===== src/rtl/multi_fifo_pkg.sv =====
// ----------------------------------------------------------------------------
// multi_fifo_pkg
// Shared types, default parameter values and helpers for the multi-channel
// single-clock FIFO (multi_channel_sync_fifo / sync_fifo_channel).
// Optional feature macro: MULTI_FIFO_FWFT_EN (used by sync_fifo_channel).
// ----------------------------------------------------------------------------
package multi_fifo_pkg;

    localparam int DEF_DATA_SIZE           = 8;
    localparam int DEF_ADDR_SIZE           = 3;
    localparam int DEF_NUM_CHANNELS        = 4;
    localparam int DEF_ALMOST_FULL_THRESH  = 6;
    localparam int DEF_ALMOST_EMPTY_THRESH = 1;

    // Per-channel status bundle
    typedef struct packed {
        logic full;
        logic empty;
        logic almost_full;
        logic almost_empty;
        logic overflow;
        logic underflow;
    } fifo_flags_t;

    // Level must represent 0..Depth inclusive, hence one extra bit
    function automatic int level_width(input int addr_size);
        return addr_size + 1;
    endfunction

endpackage


===== src/rtl/sync_fifo_channel.sv =====
// ----------------------------------------------------------------------------
// sync_fifo_channel
// One single-clock FIFO channel with fill level, programmable almost flags
// and overflow/underflow pulses.
//
// Macro MULTI_FIFO_FWFT_EN:
//   defined   - first-word fall-through: DataOut shows the head word
//               combinationally while non-empty, Pop acknowledges it.
//   undefined - registered read, DataOut/DataValid one cycle after a pop.
//
// Ports:
//   Clk, Reset      clock, synchronous active-high reset
//   Push, Pop       write / read requests
//   DataIn          write data
//   DataOut         read data
//   DataValid       DataOut valid
//   Level           occupancy 0..Depth
//   Flags           full/empty/almost_full/almost_empty/overflow/underflow
// ----------------------------------------------------------------------------
module sync_fifo_channel
    import multi_fifo_pkg::*;
#(
    parameter int DataSize          = DEF_DATA_SIZE,
    parameter int AddrSize          = DEF_ADDR_SIZE,
    parameter int AlmostFullThresh  = DEF_ALMOST_FULL_THRESH,
    parameter int AlmostEmptyThresh = DEF_ALMOST_EMPTY_THRESH
) (
    input  logic                             Clk,
    input  logic                             Reset,
    input  logic                             Push,
    input  logic                             Pop,
    input  logic [DataSize-1:0]              DataIn,
    output logic [DataSize-1:0]              DataOut,
    output logic                             DataValid,
    output logic [level_width(AddrSize)-1:0] Level,
    output fifo_flags_t                      Flags
);

    localparam int LW    = level_width(AddrSize);
    localparam int Depth = 2 ** AddrSize;
    localparam logic [LW-1:0] AF_TH = LW'(AlmostFullThresh);
    localparam logic [LW-1:0] AE_TH = LW'(AlmostEmptyThresh);

    logic [LW-1:0]       r_wptr;
    logic [LW-1:0]       r_rptr;
    logic [DataSize-1:0] r_mem [Depth];
    logic                r_overflow;
    logic                r_underflow;

    logic w_full;
    logic w_empty;
    logic w_push_acc;
    logic w_pop_acc;

    // Extra pointer MSB distinguishes full from empty when low bits match
    assign w_empty = (r_wptr == r_rptr);
    assign w_full  = (r_wptr[AddrSize] != r_rptr[AddrSize]) &&
                     (r_wptr[AddrSize-1:0] == r_rptr[AddrSize-1:0]);
    assign Level   = r_wptr - r_rptr;

    // A pop on a full FIFO frees the slot the push lands in
    assign w_push_acc = !Reset && Push && (!w_full || Pop);
    assign w_pop_acc  = !Reset && Pop && !w_empty;

    always_ff @(posedge Clk) begin
        if (Reset) begin
            r_wptr      <= '0;
            r_rptr      <= '0;
            r_overflow  <= 1'b0;
            r_underflow <= 1'b0;
        end else begin
            if (w_push_acc) r_wptr <= r_wptr + 1'b1;
            if (w_pop_acc)  r_rptr <= r_rptr + 1'b1;
            r_overflow  <= Push && w_full && !Pop;
            r_underflow <= Pop && w_empty;
        end
    end

    // Storage is not reset; only slots behind the write pointer are ever read
    always_ff @(posedge Clk) begin
        if (w_push_acc) r_mem[r_wptr[AddrSize-1:0]] <= DataIn;
    end

`ifdef MULTI_FIFO_FWFT_EN
    assign DataOut   = w_empty ? '0 : r_mem[r_rptr[AddrSize-1:0]];
    assign DataValid = !w_empty;
`else
    logic [DataSize-1:0] r_dout;
    logic                r_dvalid;

    // Non-blocking read sees the old word even when a full-FIFO push
    // overwrites the same slot on this edge
    always_ff @(posedge Clk) begin
        if (Reset) begin
            r_dout   <= '0;
            r_dvalid <= 1'b0;
        end else if (w_pop_acc) begin
            r_dout   <= r_mem[r_rptr[AddrSize-1:0]];
            r_dvalid <= 1'b1;
        end else begin
            r_dvalid <= 1'b0;
        end
    end

    assign DataOut   = r_dout;
    assign DataValid = r_dvalid;
`endif

    always_comb begin
        Flags              = '0;
        Flags.full         = w_full;
        Flags.empty        = w_empty;
        Flags.almost_full  = (Level >= AF_TH);
        Flags.almost_empty = (Level <= AE_TH);
        Flags.overflow     = r_overflow;
        Flags.underflow    = r_underflow;
    end

endmodule


===== src/rtl/multi_channel_sync_fifo.sv =====
// ----------------------------------------------------------------------------
// multi_channel_sync_fifo
// NumChannels independent single-clock FIFOs sharing Clk/Reset. Each channel
// is a sync_fifo_channel; this level only packs and unpacks the buses.
// Channel c uses bits [c*DataSize +: DataSize] of DataIn/DataOut and
// [c*(AddrSize+1) +: AddrSize+1] of Level.
//
// Macro MULTI_FIFO_FWFT_EN selects first-word fall-through read mode.
//
// Ports:
//   Clk, Reset                      clock, synchronous active-high reset
//   Push, Pop                       per-channel write / read requests
//   DataIn, DataOut, DataValid      per-channel data
//   full, empty                     per-channel occupancy flags
//   almost_full, almost_empty       per-channel threshold flags
//   Level                           per-channel occupancy 0..Depth
//   Overflow, Underflow             one-cycle rejected push / pop pulses
// ----------------------------------------------------------------------------
module multi_channel_sync_fifo
    import multi_fifo_pkg::*;
#(
    parameter int DataSize          = DEF_DATA_SIZE,
    parameter int AddrSize          = DEF_ADDR_SIZE,
    parameter int NumChannels       = DEF_NUM_CHANNELS,
    parameter int AlmostFullThresh  = DEF_ALMOST_FULL_THRESH,
    parameter int AlmostEmptyThresh = DEF_ALMOST_EMPTY_THRESH
) (
    input  logic                                         Clk,
    input  logic                                         Reset,
    input  logic [NumChannels-1:0]                       Push,
    input  logic [NumChannels-1:0]                       Pop,
    input  logic [NumChannels*DataSize-1:0]              DataIn,
    output logic [NumChannels*DataSize-1:0]              DataOut,
    output logic [NumChannels-1:0]                       DataValid,
    output logic [NumChannels-1:0]                       full,
    output logic [NumChannels-1:0]                       empty,
    output logic [NumChannels-1:0]                       almost_full,
    output logic [NumChannels-1:0]                       almost_empty,
    output logic [NumChannels*level_width(AddrSize)-1:0] Level,
    output logic [NumChannels-1:0]                       Overflow,
    output logic [NumChannels-1:0]                       Underflow
);

    localparam int LW = level_width(AddrSize);

    for (genvar c = 0; c < NumChannels; c++) begin : g_ch
        fifo_flags_t w_flags;

        sync_fifo_channel #(
            .DataSize          (DataSize),
            .AddrSize          (AddrSize),
            .AlmostFullThresh  (AlmostFullThresh),
            .AlmostEmptyThresh (AlmostEmptyThresh)
        ) u_ch (
            .Clk       (Clk),
            .Reset     (Reset),
            .Push      (Push[c]),
            .Pop       (Pop[c]),
            .DataIn    (DataIn[c*DataSize +: DataSize]),
            .DataOut   (DataOut[c*DataSize +: DataSize]),
            .DataValid (DataValid[c]),
            .Level     (Level[c*LW +: LW]),
            .Flags     (w_flags)
        );

        assign full[c]         = w_flags.full;
        assign empty[c]        = w_flags.empty;
        assign almost_full[c]  = w_flags.almost_full;
        assign almost_empty[c] = w_flags.almost_empty;
        assign Overflow[c]     = w_flags.overflow;
        assign Underflow[c]    = w_flags.underflow;
    end

endmodule


===== config.mk =====
export PLATFORM = sky130hd
export DESIGN_NAME = multi_channel_sync_fifo
export DESIGN_NICKNAME = d
export VERILOG_FILES = /design/src/rtl/multi_fifo_pkg.sv /design/src/rtl/sync_fifo_channel.sv /design/src/rtl/multi_channel_sync_fifo.sv
export SDC_FILE = /design/constraint.sdc
export NUM_CORES = 1
export LEC_CHECK = 0
export CORE_AREA = 2 2 156 158
export CTS_CLUSTER_DIAMETER = 60
export DETAILED_ROUTE_END_ITERATION = 12
export DIE_AREA = 0 0 158 160
export PLACE_DENSITY = 0.79
export REMOVE_ABC_BUFFERS = 1
export SLEW_MARGIN = 20
export SYNTH_ARGS = -nofsm -noshare
export SYNTH_HDL_FRONTEND = slang
export SYNTH_SLANG_ARGS = --single-unit

===== constraint.sdc =====
create_clock -name Clk -period 3.5 [get_ports Clk]
set_input_delay 0.875 -clock Clk [delete_from_list [all_inputs] [get_ports Clk]]
set_output_delay 0.875 -clock Clk [all_outputs]
set_load 0.05 [all_outputs]

# ---- Word level (Yosys, flattened, before mapping)
# Memories as Yosys holds them, arrays and structs flattened. A register that Yosys moved wholly into a read port is not among the register bits.
# Cells that the tools add are included.
dict set report classes {
  mux 12
  magnitude_cmp 8
  add_sub_neg 12
  eq_ne 12
  n_reduce_logical 49
}
# op count
set ops {}
lappend ops {{adder 4 x 1 -> 4 bit, second input constant} 8}
lappend ops {{logical AND 1 bit} 32}
lappend ops {{== test 4 bit} 4}
lappend ops {{greater-or-equal comparator 4 x 3 -> 1 bit, second input constant} 4}
lappend ops {{less-or-equal comparator 4 x 1 -> 1 bit, second input constant} 4}
lappend ops {{subtractor 4 bit} 4}
lappend ops {{logical NOT 1 bit} 13}
lappend ops {{== test 3 bit} 4}
lappend ops {{2-to-1 mux 1 bit} 12}
lappend ops {{logical OR 1 bit} 4}
lappend ops {{inequality test 1 bit} 4}
dict set report totals {
  ramBits 256
  regBits 44
  inputBits 42
  memories 4
  out_inout_bits 76
  word_cells 117
}
# name words width read_ports rd_clocked_by_memory_dff write_ports line_no
set mem_list {}
lappend mem_list {{g_ch[0].u_ch.r_mem} 8 8 1 1 1 sync_fifo_channel.sv:46} ;# logic [DataSize-1:0] r_mem [Depth];
lappend mem_list {{g_ch[1].u_ch.r_mem} 8 8 1 1 1 sync_fifo_channel.sv:46}
lappend mem_list {{g_ch[2].u_ch.r_mem} 8 8 1 1 1 sync_fifo_channel.sv:46}
lappend mem_list {{g_ch[3].u_ch.r_mem} 8 8 1 1 1 sync_fifo_channel.sv:46}

# ---- Longest topological paths before layout
# Gate-level depths: netlist of run 1.
dict set report depth {
  word_depth 7
  mapped_depth 8
  depth_no_buf 6
}

# ---- By module
# Synthesis of run 1 repeated with hierarchy kept, for this count alone.
dict set report unflattened {
  hier_cells 816
  hier_area_um2 13503.0
}
# module n_inst area_per_inst_um2 cells_per_inst seq_area_each_um2
set modules_own_cells {}
lappend modules_own_cells {sync_fifo_channel 4 3375.7 204 2302.2}

# ---- Worst setup path after synthesis of run 1
# Ideal clock, no wire load.
dict set report synth_timing {
  kind {flip-flop to output port}
  startpoint {register g_ch[0].u_ch.r_rptr[1]}
  endpoint {output almost_empty[0]}
  required_time_ns 2.625
  setup_slack_ns -0.357
  path_buffers 2
  arrival_time_ns 2.982
  path_stages_with_launch 9
  path_cell_list {dfxtp_1 > buf_4 > buf_6 > inv_1 > ha_1 > nor2b_1 > o21a_1 > or3_1 > a211oi_1}
}
dict set report synth_via {
  elab_chain_cells 2
}
# element line_no
set synth_lines {}
lappend synth_lines {{start: declaration} sync_fifo_channel.sv:45} ;# logic [LW-1:0] r_rptr;
lappend synth_lines {{start signal: assignment} sync_fifo_channel.sv:73} ;# if (w_pop_acc) r_rptr <= r_rptr + 1'b1;
lappend synth_lines {{subtractor 4 bit} sync_fifo_channel.sv:59} ;# assign Level = r_wptr - r_rptr;
lappend synth_lines {{less-or-equal comparator 4 x 1 -> 1 bit} sync_fifo_channel.sv:114} ;# Flags.almost_empty = (Level <= AE_TH);
lappend synth_lines {{end: declaration} multi_channel_sync_fifo.sv:38} ;# output logic [NumChannels-1:0] almost_empty,
# No other way between the ends.

# ---- Final worst setup path of run 1
dict set report layout_timing {
  startpoint {register g_ch[2].u_ch.r_wptr[1]}
  endpoint {output almost_empty[2]}
}
dict set report layout_via {
  elab_chain_cells 2
}
# element line_no
set layout_lines {}
lappend layout_lines {{start: declaration} sync_fifo_channel.sv:44} ;# logic [LW-1:0] r_wptr;
lappend layout_lines {{start signal: assignment} sync_fifo_channel.sv:72} ;# if (w_push_acc) r_wptr <= r_wptr + 1'b1;
lappend layout_lines {{subtractor 4 bit} sync_fifo_channel.sv:59}
lappend layout_lines {{less-or-equal comparator 4 x 1 -> 1 bit} sync_fifo_channel.sv:114}
# No other way between the ends.

==> summary.txt, run 1 <==
CTS
  – Sink Count: 332
  – CTS Hold Bufs: 0
  – CTS tree: done
  – Root buffer cell: clkbuf_16
  – H-Tree Depth: 2
  – CTS buffer count: 36
  – Longest Clk Path Bufs: 3
  – Clock Latency Late Sink: between 0.5 and 0.6 ns
  – Worst-path clk slew: about 0.060 ns
  – Setup Fix Bufs, Post-CTS: 0

Pwr
  – Lkg Pwr: approximately 5.5 nW
  – Clk network pwr share: 0.372
  – Sw Ratio: 0.2613
  – Psw: 0.002492 W
  – Gate power share: 0.166
  – Power Internal: just over 0.007 W
  – Pwr Density: 581.2 nW/um2
  – Worst vdd ir: about 560 uV
  – Share of power burned in registers: 0.462

Yosys
  – Mux cell area share after synthesis: 0.1392
  – Synth Area in Compound Gates: 0.04508
  – Largest family of logic cells by synthesized area: multiplexers
  – Mapped Avg Cell Area: 16.67 um2
  – Synth area leaders: edfxtp_1, dfxtp_1, mux4_2
  – Top-area cell type share of the netlist area: 0.5687
  – Seq/Total Area, Yosys: 0.6813
  – Netlist cell types: 36
  – Synth Area in Simple Gates: 0.05961
  – Largest area contributor in the netlist: edfxtp_1
  – Post-synthesis xor/xnor area fraction: 0.01518
  – Synth Area in Adders: 0.02444
  – Yosys warns: 0
  – Cell count after synthesis: approximately 800
  – Mapped Area: around 14000 um2
  – Register bit total from synthesis: 332

Finish
  – Most frequent cells in the layout: edfxtp_1, clkdlybuf4s50_1, nor2_1
  – Final instance area: approximately 16000 um2
  – ANT cells: 0
  – Layout Cells excl Fill: approximately 1300
  – Net count of the finished layout: a little over 1000
  – Fraction of layout cells with a size suffix above 1: 0.2176
  – Filler cells: 1621
  – Layout area overhead: 21.42%
  – Commonest non-fill, non-tap cell in the layout: edfxtp_1

STA
  – Max-slew violation count: 0
  – Measured slew at the worst slew-check pin: around 0.73 ns
  – Fmax: 295.8 MHz
  – Clk_skew: 0.01322 ns
  – Max-slew headroom: 0.5100
  – Min Tclk post-route: 3.381 ns
  – Final Hold Vio Count: 0
  – Period utilization: 0.9660
  – RSZ-0062 raised after global routing: false
  – Endpoints failing setup: 0

Place
  – DP Cell Count: ~1200
  – Cell Area, Placed: 15290 um2
  – GPL Wtd Cong: between 0.7 and 0.8
  – HPWL after detailed placement: between 15000 and 20000 um
  – IO buf count: about 120

Drt
  – Vias: 7390
  – Antenna Nets Post-Route: 0
  – Initial DRC Count: around 460
  – DRC: 0
  – Pre-antenna DRT Iters: 4
  – WL/cell: 19.63 um
  – Vias/cell: roughly 5.6
  – Routed WL: between 20000 and 30000 um

GRT
  – Overflow after GRT: 0
  – Largest net degree at the start of global routing: 26
  – Global Route Usage Sum: 0.2085
  – Antenna violations before repair: 0
  – First-pass GRT wire length: 40390 um
  – Vias in the first global route: ~7500

Worst setup path
  – Setup crit end kind: output pin
  – WS Path Type: flip-flop to output pin
  – R2r endpoint: g_ch[3].u_ch.r_mem[6][6]
  – CP required: 2.62 ns
  – R2r setup slk: between 0.8 and 0.9 ns
  – Setup crit start kind: flip-flop
  – R2r startpoint: g_ch[3].u_ch.r_wptr[0]
  – R2r worst-path depth: 6
  – Worst Path Max Fanout: 9
  – CP arrival: 2.51 ns

Die
  – Die Area: 25280 um2
  – FP Rows: 57
  – Die height: 160 um
  – Die width: between 150 and 200 um
  – Core Footprint: about 24000 um2
  – Num ports: ~120
  – Initial core utilization: 0.5674

Job
  – Max cap viols: 0

Worst hold path
  – HP Start: g_ch[1].u_ch.DataOut[7]
  – Hold path cells: 2
  – Hold crit path type: flip-flop to flip-flop
  – Worst min-delay path endpoint: g_ch[1].u_ch.DataOut[7]

Status
  – Status: completed
## worst max-delay path: stages, from the launching register on
cell,delay (ns)
dfxtp_1,0.49
ha_1,0.32
nor2b_1,0.14
o21a_1,0.17
or3_1,0.36
a211oi_2,0.33
buf_12,0.18
## metrics by stage
stage | worst slack [ns] | total power [W] | utilization | TNS, ns | hold slack [ns]
final | 0.1191 | 0.009538 | 0.6890 | 0 | 0.4962
after CTS | 0.01177 | 0.009634 | 0.6886 | 0 | 0.4983
after detailed placement | 0.5336 | 0.006072 | 0.6418 | 0 | 0.4899
after global placement | 0.6228 | 0.006043 | 0.6418 | 0 | 0.4854
after floorplan | -0.6840 | 0.005408 | - | -2.479 | 0.4844
after global routing | 0.007756 | 0.009866 | 0.6890 | 0 | 0.5241
## area by class of cell
cell class	instances	area (um2)	share of cell area
Multi-Input combinational cell	394	3847	0.2344
Clock inverter	17	130.1	0.007929
Tap cell	324	405.4	0.02470
Sequential cell	332	9209	0.5611
Clock buffer	46	979.7	0.05969
Inverter	29	108.9	0.006633
Timing Repair Buffer	170	1732	0.1055
## repair_timing
item / in CTS / in global routing
endpoints found under the hold margin: 0 / 0
cloned: 0 / 0
gates resized for setup: 1 / 2
endpoints found under the setup margin: 1 / 2
## state kept, by name (all words and copies together) (netlist names)
register               flops
g_ch.u_ch.DataOut         32
g_ch.u_ch.DataValid        4
g_ch.u_ch.r_mem          256
g_ch.u_ch.r_overflow       4
g_ch.u_ch.r_rptr          16
g_ch.u_ch.r_underflow      4
g_ch.u_ch.r_wptr          16
## worst max-delay path by stage
stage | from | to | slack, ns | cells after the start
global route | g_ch[2].u_ch.r_wptr[1] | almost_empty[2] | 0.008 | 6
floorplan | g_ch[0].u_ch.r_rptr[1] | almost_empty[0] | -0.68 | 6
CTS | g_ch[1].u_ch.r_wptr[1] | almost_empty[1] | 0.01 | 6
global placement | Pop[3] | g_ch[3].u_ch.r_mem[7][0] | 0.62 | 4
detailed placement | g_ch[2].u_ch.r_wptr[1] | almost_empty[2] | 0.53 | 6
finish | g_ch[2].u_ch.r_wptr[1] | almost_empty[2] | 0.12 | 6
## Yosys cell counts
master and number:
a211oi_1 35, a21oi_1 9, a22o_1 3, a41oi_2 4, and2_1 3, and3_1 1
buf_1 5, buf_2 5, buf_4 24, buf_6 8, clkbuf_1 14, dfxtp_1 76
edfxtp_1 256, fa_1 4, ha_1 20, inv_1 29, mux2i_1 44, mux4_2 64
nand2_1 21, nand2b_1 12, nand3_1 8, nand4_1 4, nor2_1 78, nor2b_1 4
nor3_1 9, nor3_2 3, nor4bb_1 4, o21a_1 4, o21ai_0 13, o31ai_1 4
o31ai_4 4, or3_1 15, or3b_1 4, xnor2_1 12, xnor2_2 4, xor2_1 4
## logic make-up after synthesis
logic type	after synthesis
mux	108
flops	332
compound gates	76
xor+xnor	20
fa+ha+maj	24
buf+inv	85
simple gates	166
## power by group through the flow
stage          sequential (W)  combinational (W)  clock, W
2_1_floorplan         0.00469           0.000723         0
6_report              0.00441            0.00158   0.00355
3_5_place_dp          0.00449            0.00158         0
4_1_cts               0.00441            0.00159   0.00364
3_3_place_gp          0.00449            0.00156         0
5_1_grt               0.00442            0.00167   0.00377
## per-layer routing
| layer | share of wire | global-route usage | vias to the layer above |
|---|---|---|---|
| li1 | - | - | 3419 |
| met1 | 0.43 | 0.2928 | 3718 |
| met2 | 0.50 | 0.3409 | 213 |
| met3 | 0.056 | 0.03636 | 40 |
| met4 | 0.018 | 0.05774 | 0 |
| met5 | 0 | 0 | - |
(Power assumes the default switching activity.)
==> inputs of run 2 (changes only) <==
--- a/config.mk
+++ b/config.mk
@@ -15,3 +15,4 @@
 export SYNTH_ARGS = -nofsm -noshare
 export SYNTH_HDL_FRONTEND = slang
 export SYNTH_SLANG_ARGS = --single-unit
+export TNS_END_PERCENT = 30
==> results of run 2 <==
Final layout, timing and power as in run 1 (identical DEF).
==> inputs of run 3 (changes only) <==
--- a/config.mk
+++ b/config.mk
@@ -5,8 +5,10 @@
 export SDC_FILE = /design/constraint.sdc
 export NUM_CORES = 1
 export LEC_CHECK = 0
+export ABC_AREA = 0
 export CORE_AREA = 2 2 156 158
 export CTS_CLUSTER_DIAMETER = 60
+export CTS_CLUSTER_SIZE = 10
 export DETAILED_ROUTE_END_ITERATION = 12
 export DIE_AREA = 0 0 158 160
 export PLACE_DENSITY = 0.79
==> summary.txt, run 3 (synthesis gave the netlist of run 1 again) <==
Drt
  – Pre-antenna DRT Iters: 5 (+1)
  – Routed WL: 25830 um (+0.26%)
  – Vias/cell: 5.614 (-0.34%)
  – WL/cell: 19.57 um (-0.34%)
  – DRC: 0 (unchanged)
  – Initial DRC Count: 405 (-12%)
  – Antenna Nets Post-Route: 0 (unchanged)
  – Vias: 7410 (+0.27%)

Finish
  – Commonest non-fill, non-tap cell in the layout: edfxtp_1
  – Net count of the finished layout: 1032 (+0.29%)
  – ANT cells: 0 (unchanged)
  – Most frequent cells in the layout: edfxtp_1, clkdlybuf4s50_1, nor2_1
  – Fraction of layout cells with a size suffix above 1: 0.2068 (-0.01078)
  – Largest register FFs: 256 (unchanged)
  – Layout area overhead: 21.65%
  – Final instance area: 16440 um2 (+0.19%)

Worst setup path
  – Setup crit start kind: flip-flop
  – R2r startpoint: g_ch[3].u_ch.r_wptr[0]
  – CP required: 2.62 ns (about the same)
  – WS Path Type: flip-flop to output pin
  – R2r setup slk: 0.80 ns (-0.02 ns)
  – R2r worst-path depth: 6 (unchanged)
  – CP arrival: 2.50 ns (about the same)
  – R2r endpoint: g_ch[3].u_ch.r_mem[7][0]
  – Setup crit end kind: output pin
  – Worst Path Max Fanout: 9 (unchanged)

Die
  – Die Area: 25280 um2 (unchanged)
  – Core Footprint: 23820 um2 (unchanged)
  – FP Rows: 57 (unchanged)
  – Num ports: 118 (unchanged)
  – Initial core utilization: 0.5674 (unchanged)
  – Die height: 160 um (unchanged)
  – Die width: 158 um (unchanged)

Pwr
  – Pwr Density: 584.0 nW/um2 (+0.48%)
  – Lkg Pwr: 5.491 nW (about the same)
  – Worst vdd ir: 491.4 uV (-12%)

Worst hold path
  – Worst min-delay path endpoint: g_ch[1].u_ch.DataOut[7]
  – Hold path cells: 2 (unchanged)
  – HP Start: g_ch[1].u_ch.DataOut[7]
  – Hold crit path type: flip-flop to flip-flop

CTS
  – Longest Clk Path Bufs: 3 (unchanged)
  – Setup Fix Bufs, Post-CTS: 0 (unchanged)
  – Clock Latency Late Sink: 0.50 ns (about the same)
  – Worst-path clk slew: 0.05 ns (about the same)
  – CTS tree: done
  – CTS buffer count: 39 (+8.3%)
  – H-Tree Depth: 2 (unchanged)
  – CTS Hold Bufs: 0 (unchanged)
  – Root buffer cell: clkbuf_16
  – Sink Count: 332 (unchanged)

STA
  – Max-slew headroom: 0.5184 (+0.008353)
  – Min Tclk post-route: 3.374 ns (-0.007241 ns)
  – Measured slew at the worst slew-check pin: 0.7198 ns (-0.01248 ns)
  – Max-slew violation count: 0 (unchanged)
  – Clk_skew: 0.01011 ns (-0.003112 ns)
  – Final worst slack: 0.1263 ns (+0.007241 ns)
  – Period utilization: 0.9639 (-0.002069)
  – Endpoints failing setup: 0 (unchanged)
  – RSZ-0062 raised after global routing: false
  – Fmax: 296.4 MHz (+0.21%)
  – Final Hold Vio Count: 0 (unchanged)

Place
  – GPL Wtd Cong: 0.7751 (unchanged)
  – Dpl ws: 0.5336 ns (unchanged)
  – IO buf count: 117 (unchanged)
  – Cell Area, Placed: 15290 um2 (unchanged)
  – HPWL after detailed placement: 16660 um (unchanged)

Job
  – Max cap viols: 0 (unchanged)

GRT
  – Antenna violations before repair: 0 (unchanged)
  – Largest net degree at the start of global routing: 26 (unchanged)
  – Overflow after GRT: 0 (unchanged)
  – Vias in the first global route: 7518 (+0.40%)
  – First-pass GRT wire length: 40720 um (+0.82%)
  – Global Route Usage Sum: 0.2103 (+0.001777)

Status
  – Status: completed
[run 3: cell count changes in the layout (fill, tap and decap cells not counted), sizes merged]
cell	before	now
clkinvlp	1	0
inv	31	30
clkbuf	46	70
clkinv	13	0
bufinv	1	0
[run 3: worst max-delay path by stage]
stage,startpoint,to,slack (ns)
2_1_floorplan,g_ch[0].u_ch.r_rptr[1],almost_empty[0],-0.68
3_3_place_gp,Pop[3],g_ch[3].u_ch.r_mem[7][0],0.62
3_5_place_dp,g_ch[2].u_ch.r_wptr[1],almost_empty[2],0.53
4_1_cts,g_ch[1].u_ch.r_wptr[1],almost_empty[1],0.01
5_1_grt,g_ch[2].u_ch.r_wptr[1],almost_empty[2],0.006
6_report,g_ch[1].u_ch.r_wptr[1],almost_empty[1],0.13
[run 3: critical path, stage by stage (launching register included)]
cell and delay [ns]:
dfxtp_1 0.51, ha_1 0.33, nor2b_1 0.14, o21a_1 0.17, or3_1 0.36, a211oi_2 0.31
buf_12 0.18
[run 3: where the power goes]
group	leakage [nW]	internal, W	total [W]	switching (W)
clock	0.544	0.00218	0.00361	0.00143
combinational	2.02	0.000628	0.00158	0.000951
sequential	2.93	0.00435	0.00441	0.0000579
[run 3: final cells by class]
class	instances	area (um2)
flip-flops and latches	332	9209
well taps	324	405.4
inverters	29	108.9
fillers	1604	7377
clock buffers	70	1135
repair buffers	170	1732
clock inverters	1	6.256
multi-input cells	394	3847
[run 3: metrics by stage]
stage                     setup TNS [ns]    util  power (W)  hold slack, ns  std cells
after floorplan                   -2.479       -   0.005408          0.4844        755
after global placement                 0  0.6418   0.006043          0.4854       1249
after detailed placement               0  0.6418   0.006072          0.4899       1249
after CTS                              0  0.6899   0.009694          0.4980       1320
after global routing                   0  0.6903   0.009945          0.5233       1320
final                                  0  0.6903   0.009602          0.4953       1320
[run 3: what timing repair did]
action,4_1_cts,5_1_grt
resized for setup,1,2
pin swaps,0,0
setup endpoints to repair,1,2
[run 3: per-layer routing]
layer,GRT usage,routed length (um),vias up
met5,0,0,-
met4,0.05774,499,0
met3,0.03718,1555,42
met2,0.3482,12910,229
met1,0.2909,10870,3714
li1,-,-,3425
